## config.mk

```make
export PLATFORM = sky130hd
export DESIGN_NAME = logic_fnct_seq
export DESIGN_NICKNAME = d
export VERILOG_FILES = /design/src/rtl/logic_fnct_seq.sv
export SDC_FILE = /design/constraint.sdc
export NUM_CORES = 1
export LEC_CHECK = 0
export ABC_AREA = 1
export BUFFER_PORTS_ARGS = -buffer_cell sky130_fd_sc_hd__buf_2
export CAP_MARGIN = 30
export CORE_MARGIN = 3
export CORE_UTILIZATION = 39
export CTS_BUF_LIST = sky130_fd_sc_hd__clkbuf_4
export DETAILED_ROUTE_END_ITERATION = 10
export PLACE_DENSITY = 0.51
export SLEW_MARGIN = 20
export SYNTH_ARGS = -nofsm -noshare
export SYNTH_HDL_FRONTEND = slang
export SYNTH_SLANG_ARGS = --single-unit
```

## constraint.sdc

```tcl
create_clock -name clk -period 2.08 [get_ports clk]
set_clock_uncertainty 0.05 [all_clocks]
set_input_delay 0.104 -clock clk [delete_from_list [all_inputs] [get_ports clk]]
set_output_delay 0.104 -clock clk [all_outputs]
set_load 0.01 [all_outputs]
```

## src/rtl/logic_fnct_seq.sv

```systemverilog
// Two-key logic-function unit: debounced keys latch switch operands and step through 8 bitwise ops.
// Optional automatic op stepping is built only when LOGIC_FNCT_AUTO_STEP_EN is defined.
module logic_fnct_seq #(
   parameter int WIDTH           = 4,
   parameter int DEBOUNCE_CYCLES = 250000,
   parameter int AUTO_PERIOD     = 50000000
) (
   input  logic               clk,
   input  logic               rst,
   input  logic [1:0]         KEY,
   input  logic [2*WIDTH-1:0] SW,
   output logic [WIDTH-1:0]   LED,
   output logic [2:0]         op_sel,
   output logic               result_valid
);

   localparam int DB_W = $clog2(DEBOUNCE_CYCLES + 1);
   localparam logic [DB_W-1:0] DB_LAST = DB_W'(DEBOUNCE_CYCLES - 1);

   typedef enum logic [2:0] {
      OP_AND  = 3'd0,
      OP_OR   = 3'd1,
      OP_NOT  = 3'd2,
      OP_XOR  = 3'd3,
      OP_NAND = 3'd4,
      OP_NOR  = 3'd5,
      OP_XNOR = 3'd6,
      OP_ANDN = 3'd7
   } op_e;

   logic [1:0]      sync1;
   logic [1:0]      sync2;
   logic [1:0]      deb;
   logic [1:0]      deb_d;
   logic [1:0]      press;
   logic [DB_W-1:0] db_cnt [2];

   logic [WIDTH-1:0] a_q;
   logic [WIDTH-1:0] b_q;
   logic             write_q;
   logic             step;

   function automatic logic [WIDTH-1:0] op_f(input logic [2:0] op,
                                             input logic [WIDTH-1:0] a,
                                             input logic [WIDTH-1:0] b);
      logic [WIDTH-1:0] r;
      r = '0;
      case (op_e'(op))
         OP_AND:  r = a & b;
         OP_OR:   r = a | b;
         OP_NOT:  r = ~a;
         OP_XOR:  r = a ^ b;
         OP_NAND: r = ~(a & b);
         OP_NOR:  r = ~(a | b);
         OP_XNOR: r = ~(a ^ b);
         OP_ANDN: r = a & ~b;
         default: r = '0;
      endcase
      return r;
   endfunction

   // Keys idle high; the debounced level only follows the synced level after DEBOUNCE_CYCLES
   // disagreeing samples, and a press is the registered released->pressed edge of that level.
   always_ff @(posedge clk or posedge rst) begin
      if (rst) begin
         sync1  <= 2'b11;
         sync2  <= 2'b11;
         deb    <= 2'b11;
         deb_d  <= 2'b11;
         press  <= 2'b00;
         db_cnt <= '{default: '0};
      end else begin
         sync1 <= KEY;
         sync2 <= sync1;
         deb_d <= deb;
         press <= deb_d & ~deb;
         for (int k = 0; k < 2; k++) begin
            if (sync2[k] == deb[k]) begin
               db_cnt[k] <= '0;
            end else if (db_cnt[k] == DB_LAST) begin
               deb[k]    <= sync2[k];
               db_cnt[k] <= '0;
            end else begin
               db_cnt[k] <= db_cnt[k] + 1'b1;
            end
         end
      end
   end

`ifdef LOGIC_FNCT_AUTO_STEP_EN
   localparam int AUTO_W = $clog2(AUTO_PERIOD + 1);
   localparam logic [AUTO_W-1:0] AUTO_LAST = AUTO_W'(AUTO_PERIOD - 1);

   logic [AUTO_W-1:0] auto_cnt;
   logic              auto_tc;

   assign auto_tc = (auto_cnt == AUTO_LAST);
   assign step    = press[0] | auto_tc;

   // Restarting on every step keeps a full AUTO_PERIOD between any op change and the next auto step.
   always_ff @(posedge clk or posedge rst) begin
      if (rst) begin
         auto_cnt <= '0;
      end else if (step) begin
         auto_cnt <= '0;
      end else begin
         auto_cnt <= auto_cnt + 1'b1;
      end
   end
`else
   logic unused_auto_period;

   assign unused_auto_period = |AUTO_PERIOD;
   assign step               = press[0];
`endif

   always_ff @(posedge clk or posedge rst) begin
      if (rst) begin
         op_sel  <= 3'd0;
         a_q     <= '0;
         b_q     <= '0;
         write_q <= 1'b0;
      end else begin
         write_q <= step | press[1];
         if (step) begin
            op_sel <= op_sel + 3'd1;
         end
         if (press[1]) begin
            a_q <= SW[WIDTH-1:0];
            b_q <= SW[2*WIDTH-1:WIDTH];
         end
      end
   end

   // The strobe trails the op/operand write by one cycle so it lines up with the refreshed LED.
   always_ff @(posedge clk or posedge rst) begin
      if (rst) begin
         LED          <= '0;
         result_valid <= 1'b0;
      end else begin
         LED          <= op_f(op_sel, a_q, b_q);
         result_valid <= write_q;
      end
   end

endmodule

```

* Word level (Yosys, flattened, before mapping)
Cells that the tools add are included.
W data, S select, Z words.
** Storage, ports and cells
- Bits in registers :: 63
- Bits in latches :: 0
- RAM bits :: 0
- ROM bits :: 0
- Output and inout port bits :: 8
- Word-level logic and storage cells :: 50
- Memories :: 0
** Operators by class
- Add/sub/neg operators :: 3
- $mul :: 0
- Divide/modulo/power cells :: 0
- $lt $le $gt $ge :: 0
- Eq/ne operators :: 11
- Shifts and indexed selects :: 0
- Multiplexer cells :: 5
- Bitwise gates (word level) :: 14
- Reduce and logical (&&, ||, !) cells :: 3
** Operator list (number)
- $mux W18 :: 4
- $add A18 B1 Y18 const B :: 2
- $eq A18 B18 Y1 const B :: 2
- $pmux W4 S8 :: 1
- $not A4 Y4 :: 5
- $eq A3 B3 Y1 const B :: 4
- $and A4 B4 Y4 :: 2
- $eq A3 B2 Y1 const B :: 2
- $or A4 B4 Y4 :: 1
- $reduce_and A2 Y1 :: 2
- $xor A4 B4 Y4 :: 1
- $add A3 B1 Y3 const B :: 1
- $eq A3 B1 Y1 const B :: 1
- $logic_not A3 Y1 :: 1
- $and A2 B2 Y2 :: 1
- $eq A1 B1 Y1 :: 2
- $not A1 Y1 :: 2
- $not A2 Y2 :: 1
- $or A1 B1 Y1 :: 1

* Logic depth before layout (Yosys ltp)
Gate-level depths: netlist (run 1).
- Depth in word-level cells :: 3
- Mapped depth :: 9

* Worst setup path before layout (run 1)
Ideal clock, no wire load.
- Path kind :: flip-flop to flip-flop
- Start point :: register op_sel[0]
- End point :: register LED[1]
- Library setup time :: 126 ps
- Arrival time :: 1274 ps
- Slack :: 630 ps
- Cell stages (with the launch flop) :: 8
- Path buffers :: 0
- Cells stage by stage :: dfrtp_1 -> ha_1 -> ha_1 -> nor2_1 -> nand3_1 -> inv_1 -> a211oi_1 -> nand2_1
** On the way
- Word-level cells in the longest chain between the ends :: 2
- Elaborated cells between the ends (all ways) :: 9
** Ends and longest elaborated chain
- start, declared :: line 13 : output logic [2:0] op_sel,
- start signal, assigned :: line 126 : op_sel <= op_sel + 3'd1;
- $eq A3 B3 Y1 (tied with other cells) :: line 48 : case (op_e'(op))
- $pmux W4 S8 (*) :: line 48
- end signal, assigned :: line 141 : LED <= op_f(op_sel, a_q, b_q);
- end, declared :: line 12 : output logic [WIDTH-1:0] LED,
Every way passes the cells marked *; elsewhere a longest branch is shown, timed or not.
A chain may end at the register's enable or synchronous reset.

* Worst setup path in the final report (run 1)
Same ends and word-level chain as after synthesis.

==> impl_metrics.tcl, run 1 <==
set metrics [dict create \
    p_leak_nw 1.679 \
    drcViolationCount 0 \
    cts_root_buf "clkbuf_4" \
    finalSetupViolations 0 \
    yosysTopAreaCell "dfrtp_1" \
    cts-resized-gates 0 \
    cp_slowest_cell "dfrtp_1" \
    critPathMaxStageDelay_ns 0.45 \
    instances_no_fill 546 \
    clock_path_buffers 2 \
    drv_cap 0 \
    initial_core_util_pct 40.47 \
    min_period_over_period_pct 76.40 \
    relSlewSlack_pct 67.86 \
    p_clk_share_pct 34.2 \
    fin_crit_ns 1.589 \
    port_buffers 19 \
    die_w_um 98.57 \
    crit_required_ns 2.33 \
    grt_max_degree 64 \
    slew_viol_final 0 \
    diodes 0 \
    cts_buffers 9 \
    synthCells 395 \
    power_frac_comb_pct 4.4 \
    grt_setup_unrepaired "false" \
    power_density_nw_per_um2 535.1 \
    path_delay_family "adder cells" \
    synth-seq-area-share_pct 47.47 \
    avgSynthCellArea_um2 8.461 \
    clock-sinks 63 \
    hold_viol 0 \
    wl_per_cell_um 12.28 \
    grt_pass1_vias 2515 \
    worst_ep_arrival_time_ns 1.84 \
    power_switching_w 0.0004961 \
    core_um2 8258 \
    antenna_found_initial 0 \
    grt_first_pass_wirelength_mm 11.70 \
    postCtsHoldBufs 11 \
    clkLatencyLatePin_ns 0.39 \
    synth_nets 427 \
    crit_path_frequent_cell "ha_1" \
    drive_gt1_share_pct 16.10 \
    dp_hpwl_mm 4.799 \
    htree_levels 3 \
    power_w 0.002035 \
    dr.pass1.iters 5 \
    syn_area_um2 3342 \
    wl_mm 6.707 \
    seqPwrFrac_pct 61.5 \
    outcome "finished clean" \
    peakVddDrop_mv 0.2737 \
    ys_ff_latch 63 \
    flow.area_growth_from_synthesis_pct 13.78 \
    ys_warn_count 0 \
    switching_share_pct 24.38 \
    cp_cell_sequence "ha_1, ha_1, nor2_1, nand3_1, inv_1, a211oi_1, nand2_1" \
    drtIter0Drc 85 \
    place_inst 519 \
    final_nets 468 \
    path_class "reg2reg" \
    worst_hold_slack_ns 0.2578 \
    holdCritPathClass "in2async" \
    ys_top_cells_by_area "dfrtp_1 41%, nor2_1 9.2%, nand2_1 7.6%" \
    rows 33 \
    tightest_slew_ns 0.4821 \
    clk_pin_slew_worst_paths_ns 0.11 \
    cp_max_fo 5 \
    grt_use_total_pct 14.87 \
    die_h_um 98.57 \
    pin_count 20 \
    via_per_inst 4.764 \
    antenna_left 0 \
    cts_tree "built" \
    synth_top_area_share_pct 41.18 \
    p_int_w 0.001539 \
    gp_congestion 0.8243 \
    clock.fmax_ghz 0.6292 \
    die-area_um2 9716 \
    overflow 0 \
    num-fill-cells 862 \
    crit_path_end_kind "register" \
    fin_tns_setup_ns 0 \
    path_buf_inv 1 \
    synth_cell_types 31 \
    routed-via-count 2601 \
    postCtsSetupBuffers 0 \
    cp-start-kind "register" \
]
cell usage in the layout, fill, tap and decap left out, types with 11 or more instances in the layout:
master,count
dlygate4sd3_1,11
buf_2,19
clkbuf_4,11
dfrtp_1,55
ha_1,20
nand3_1,30
o21ai_0,17
nand2_1,68
inv_1,39
nor2_1,82
xor2_1,15
flip-flops by register name (all words and copies together) (netlist names):
name	flops
db_cnt	36
LED	4
a_q	4
b_q	4
op_sel	3
deb	2
deb_d	2
press	2
sync1	2
sync2	2
result_valid	1
write_q	1
routing by layer:
metal	global-route usage (%)	vias to the layer above	part of all wire, %
li1	-	1344	-
met1	20.67	1213	48
met2	22.88	34	47
met3	2.902	10	3.5
met4	5.987	0	1.6
met5	0	-	0
cell usage after synthesis, drive strengths merged:
library cell,instances
a211oi,1
xor2,17
nor2,94
or2,1
ha,20
o21bai,2
a221oi,4
a21oi,8
inv,43
nor4,1
nor3b,3
o22ai,4
nand2,75
xnor2,1
nand4,4
dfstp,8
nand3,31
nand3b,1
nor3,2
dfrtp,55
o21ai,19
clkbuf,1
layout make-up:
class	count	area [um2]	area share, %
Multi-Input combinational cell	288	1590	41.82
Sequential cell	63	1587	41.72
Timing Repair Buffer	31	225.2	5.923
Inverter	43	161.4	4.245
Tap cell	105	131.4	3.455
Clock buffer	11	82.58	2.172
Clock inverter	5	25.02	0.6581
per-stage QoR:
step                setup WS (ns)  utilization [%]  area (um2)
CTS                        0.4904            46.05        3802
floorplan                  0.3695                -        3342
global route               0.3392            46.05        3802
detailed placement         0.5108            43.41        3585
global placement           0.5417            43.41        3585
finish                     0.4908            46.05        3802
worst reg2reg max path, cell delays in order (launching register included):
cell and delay, ns:
dfrtp_1 0.45, ha_1 0.21, ha_1 0.27, nor2_1 0.08, nand3_1 0.08, inv_1 0.08
a211oi_1 0.20, nand2_1 0.07
cells by family after synthesis:
kind of cell	synth area share, %
compound gates	6.514
xor+xnor	5.167
fa+ha+maj	7.488
buf+inv	4.942
flops	47.47
simple gates	28.42
power by group through the flow:
stage / clock [W] / sequential (W) / combinational [W]
floorplan: 0 / 0.00127 / 0.0000454
global placement: 0 / 0.00127 / 0.0000760
detailed placement: 0 / 0.00127 / 0.0000762
CTS: 0.000733 / 0.00125 / 0.0000925
global route: 0.000781 / 0.00125 / 0.000103
finish: 0.000695 / 0.00125 / 0.0000888
path summary, 6_finish.rpt:
check / startpoint / to / slack (ns) / depth (start not counted)
hold reg to reg: sync1[1] / sync2[1] / 0.31 / 0
hold / removal: rst / op_sel[1] / 0.26 / 4
setup / recovery: op_sel[0] / LED[1] / 0.49 / 7
setup reg to reg: op_sel[0] / LED[1] / 0.49 / 7
max in group asynchronous: rst / sync1[1] / 1.39 / 4
min in group clk: KEY[1] / sync1[1] / 0.31 / 2
No activity file was read; power rests on OpenSTA's default activity.
==> run 2: changes to the inputs <==
PLACE_DENSITY = 0.53   (was 0.51)
clock period = 1.43 ns   (was 2.08 ns; I/O delays follow)
==> impl_metrics.tcl, run 2 (synthesized netlist as in run 1, its figures left out) <==
set metrics [dict create \
    worst_ep_arrival_time_ns 1.64 \
    fin_crit_ns 1.377 \
    cp_cell_sequence "ha_4, nand3_4, inv_4, nand2_4, nor2_4, nand3_2, nor2_2, nor2_1" \
    design_area_um2 4501 \
    drcViolationCount 0 \
    gp_congestion 0.8858 \
    via_per_inst 4.754 \
    peakVddDrop_mv 0.4253 \
    initial_core_util_pct 40.47 \
    r2r-end "db_cnt[14]" \
    finalSetupViolations 0 \
    path_buf_inv 1 \
    clock-sinks 63 \
    core_um2 8258 \
    cp-start-kind "register" \
    path_delay_family "simple AND/OR/NAND/NOR gates" \
    htree_levels 3 \
    reg2regPathDepth 8 \
    power_w 0.003541 \
    cp_slowest_cell "dfrtp_1" \
    largest_register_ffs 36 \
    drtIter0Drc 94 \
    critPathMaxStageDelay_ns 0.41 \
    grt_use_total_pct 15.87 \
    hold_viol 0 \
    die-area_um2 9716 \
    switching_share_pct 22.12 \
    rows 33 \
    die_w_um 98.57 \
    dp_hpwl_mm 5.157 \
    cts_tree "built" \
    pin_count 20 \
    overflow 0 \
    dr.pass1.iters 4 \
    p_clk_share_pct 43.7 \
    holdCritPathClass "in2async" \
    r2r_start "db_cnt[1]" \
    die_h_um 98.57 \
    path_class "reg2reg" \
    antenna_found_initial 0 \
    final_cell_mix "69 x nor2_1, 58 x nand2_1, 49 x dfrtp_1" \
    grt_max_degree 30 \
    clk_pin_slew_worst_paths_ns 0.11 \
    seqPwrFrac_pct 51.5 \
    drive_gt1_share_pct 35.21 \
    cts_buffers 9 \
    port_buffers 19 \
    timing.reg2reg.setup_slack_ns 0.05 \
    worst_hold_slack_ns 0.1633 \
    final_nets 507 \
    p_int_w 0.002758 \
    relSlewSlack_pct 65.60 \
    crit_required_ns 1.69 \
    tightest_slew_ns 0.5160 \
    crit_path_end_kind "register" \
    top_register "db_cnt" \
    placed_cell_area_um2 3790 \
    clock_path_buffers 2 \
    cts_root_buf "clkbuf_4" \
    wl_per_cell_um 12.70 \
    clkLatencyLatePin_ns 0.41 \
    antenna_left 0 \
    outcome "finished clean" \
    drv_cap 0 \
    fin_tns_setup_ns 0 \
    min_period_over_period_pct 96.32 \
    flow.area_growth_from_synthesis_pct 34.67 \
    final_common_cell "nor2_1" \
    p_leak_nw 1.993 \
    routed-via-count 2781 \
    grt_pass1_vias 2768 \
    power_frac_comb_pct 4.7 \
    power_density_nw_per_um2 786.9 \
    grt_first_pass_wirelength_mm 12.49 \
    grt_setup_unrepaired "true" \
    cp_max_fo 4 \
    slew_viol_final 0 \
    clock.fmax_ghz 0.7260 \
    power_switching_w 0.0007833 \
    wl_mm 7.431 \
    diodes 0 \
]
[run 2: worst max path at each step]
| stage | slack, ns | start | cells after the start | end |
|---|---|---|---|---|
| after floorplan | 0.001 | op_sel[0] | 6 | LED[1] |
| after detailed placement | -0.07 | op_sel[0] | 6 | LED[1] |
| after global routing | -0.06 | db_cnt[1] | 8 | db_cnt[15] |
| after global placement | -0.05 | db_cnt[0] | 6 | db_cnt[12] |
| final | 0.05 | db_cnt[1] | 8 | db_cnt[14] |
| after CTS | 0.007 | op_sel[0] | 7 | LED[1] |
[run 2: power by group through the flow]
stage                     clock network [W]  registers [W]  logic [W]
final                               0.00155        0.00182   0.000168
after global routing                0.00167        0.00183   0.000191
after CTS                           0.00160        0.00182   0.000158
after detailed placement                  0        0.00185   0.000133
after global placement                    0        0.00185   0.000132
after floorplan                           0        0.00185  0.0000666
[run 2: area by class of cell]
cell class / instances / area (um2)
Fill cell: 762 / 3757
Inverter: 43 / 167.7
Clock buffer: 9 / 67.56
Multi-Input combinational cell: 288 / 1887
Clock inverter: 7 / 111.4
Sequential cell: 63 / 1594
Timing Repair Buffer: 70 / 541.8
Tap cell: 105 / 131.4
[run 2: layer usage]
layer,vias to the layer above,routed length (um),GRT usage (%)
met1,1301,3466,20.79
met2,47,3600,25.38
met3,11,240,3.468
li1,1422,-,-
met4,0,123,6.828
met5,-,0,0
[run 2: timing repair]
| action | in CTS | in global routing |
|---|---|---|
| endpoints found under the hold margin | 69 | 0 |
| endpoints found under the setup margin | 27 | 35 |
| pin swaps | 1 | 26 |
| gates resized for setup | 16 | 68 |
| hold buffers | 11 | 0 |
| buffers inserted | 2 | 13 |
[run 2: worst reg2reg max path: cells and delay by family, from the launching register on]
family / cells / cell delay (ns)
AND/OR/NAND/NOR: 6 / 0.56
buffers and inverters: 1 / 0.09
adder cells (fa/ha/maj): 1 / 0.17
flip-flops: 1 / 0.41
[run 2: metrics by stage]
stage / worst slack (ns) / cells / utilization [%]
2_1_floorplan: 0.001482 / 395 / -
3_3_place_gp: -0.05489 / 544 / 45.89
6_report: 0.05263 / 585 / 54.50
4_1_cts: 0.006723 / 573 / 50.38
5_1_grt: -0.06455 / 585 / 54.50
3_5_place_dp: -0.07481 / 544 / 45.89
==> run 3: changes to the inputs <==
MAX_ROUTING_LAYER = met4   (was default)
==> impl_metrics.tcl, run 3 (synthesized netlist as in run 1, its figures left out) <==
set metrics [dict create \
    outcome "finished clean" \
    setup_ws_ns 0.05066 \
    gp_congestion 0.9006 \
    seqPwrFrac_pct 51.6 \
    switching_share_pct 22.03 \
    drive_gt1_share_pct 35.21 \
    cts_root_buf "clkbuf_4" \
    cts_tree "built" \
    port_buffers 19 \
    hold_viol 0 \
    dp_slack_ns -0.07481 \
    cp_max_fo 3 \
    htree_levels 3 \
    overflow 0 \
    rows 33 \
    power_switching_w 0.0007794 \
    p_leak_nw 1.993 \
    slew_viol_final 0 \
    power_w 0.003538 \
    largest_register_ffs 36 \
    cp_slowest_cell "dfrtp_1" \
    die_h_um 98.57 \
    power_density_nw_per_um2 786.0 \
    tightest_slew_ns 0.5101 \
    final_nets 507 \
    cp-start-kind "register" \
    reg2regPathDepth 8 \
    final_cell_mix "69 x nor2_1, 58 x nand2_1, 49 x dfrtp_1" \
    relSlewSlack_pct 66.00 \
    min_period_over_period_pct 96.46 \
    r2r-end "db_cnt[15]" \
    r2r_start "db_cnt[1]" \
    final_common_cell "nor2_1" \
    cts_buffers 9 \
    grt_pass1_vias 2767 \
    drcViolationCount 0 \
    p_int_w 0.002758 \
    flow.area_growth_from_synthesis_pct 34.67 \
    clkLatencyLatePin_ns 0.40 \
    grt_max_degree 30 \
    clock_path_buffers 2 \
    holdCritPathClass "in2async" \
    path_class "reg2reg" \
    drtIter0Drc 96 \
    die_w_um 98.57 \
    diodes 0 \
    peakVddDrop_mv 0.4253 \
    path_delay_family "simple AND/OR/NAND/NOR gates" \
    met3_length_um 248 \
    crit_path_frequent_cell "nand2_1" \
    crit_required_ns 1.67 \
    antenna_left 0 \
    path_buf_inv 1 \
    clock-sinks 63 \
    clock.fmax_ghz 0.7250 \
    critPathMaxStageDelay_ns 0.41 \
    grt_first_pass_wirelength_mm 12.50 \
    worst_ep_arrival_time_ns 1.62 \
    fin_crit_ns 1.379 \
    antenna_found_initial 0 \
    wl_mm 7.416 \
    drv_cap 0 \
    cp_cell_sequence "buf_4, nand2_1, nor2_2, nand2_1, nor2_4, nand2_1, nor2_1, nor2_1" \
    core_um2 8258 \
    grt_setup_unrepaired "true" \
    wl_met2_mm 3.631 \
    via_per_inst 4.738 \
    top_layer "met4" \
    dp_hpwl_mm 5.157 \
    die-area_um2 9716 \
    timing.reg2reg.setup_slack_ns 0.05 \
    routed-via-count 2772 \
    crit_path_end_kind "register" \
    dr.pass1.iters 4 \
    wl_per_cell_um 12.68 \
    clk_pin_slew_worst_paths_ns 0.11 \
    grt_use_total_pct 16.34 \
    p_clk_share_pct 43.7 \
    finalSetupViolations 0 \
    initial_core_util_pct 40.47 \
    pin_count 20 \
    wirelength_met1_mm 3.440 \
    top_register "db_cnt" \
    fin_tns_setup_ns 0 \
    power_frac_comb_pct 4.7 \
]
==> run 3: cell counts in the layout (fill, tap and decap cells not counted) <==
Identical to the previous run, type by type.
==> run 3: repair_timing <==
item                                   in CTS  in global routing
hold buffers                               11                  0
gates resized for setup                    16                 68
pin swaps                                   1                 26
setup endpoints to repair                  27                 35
endpoints found under the hold margin      69                  0
setup buffers                               2                 13
==> run 3: worst max path at each step <==
stage | start | endpoint | slack (ns) | cells after the start
finish | db_cnt[1] | db_cnt[15] | 0.05 | 8
floorplan | op_sel[0] | LED[1] | 0.001 | 6
global placement | db_cnt[0] | db_cnt[12] | -0.05 | 6
CTS | op_sel[0] | LED[1] | 0.007 | 7
global route | db_cnt[1] | db_cnt[15] | -0.06 | 8
detailed placement | op_sel[0] | LED[1] | -0.07 | 6
==> run 3: cell type report <==
cell class / count / area, um2
clock inverters: 7 / 111.4
inverters: 43 / 167.7
flip-flops and latches: 63 / 1594
multi-input cells: 288 / 1887
fillers: 762 / 3757
clock buffers: 9 / 67.56
well taps: 105 / 131.4
repair buffers: 70 / 541.8
==> run 3: layer usage <==
layer	vias up	global-route usage, %
met5	-	-
met2	43	25.38
met3	8	3.468
met4	0	6.828
li1	1421	-
met1	1300	20.79
==> run 3: worst register-to-register path, stage by stage (launching register included) <==
cell	delay, ns
dfrtp_1	0.41
buf_4	0.13
nand2_1	0.06
nor2_2	0.13
nand2_1	0.15
nor2_4	0.13
nand2_1	0.06
nor2_1	0.11
nor2_1	0.06
==> run 3: metrics by stage <==
step / utilization, % / cells / instance area (um2) / hold slack [ns]
5_1_grt: 54.50 / 585 / 4501 / 0.1684
2_1_floorplan: - / 395 / 3347 / 0.02598
6_report: 54.50 / 585 / 4501 / 0.1679
4_1_cts: 50.38 / 573 / 4160 / 0.1517
3_3_place_gp: 45.89 / 544 / 3790 / 0.04252
3_5_place_dp: 45.89 / 544 / 3790 / 0.04918
==> run 3: power by group through the flow <==
stage,sequential [W],combinational (W),clock [W]
finish,0.00182,0.000168,0.00154
global route,0.00183,0.000191,0.00167
CTS,0.00182,0.000158,0.00160
detailed placement,0.00185,0.000133,0
global placement,0.00185,0.000132,0
floorplan,0.00185,0.0000666,0
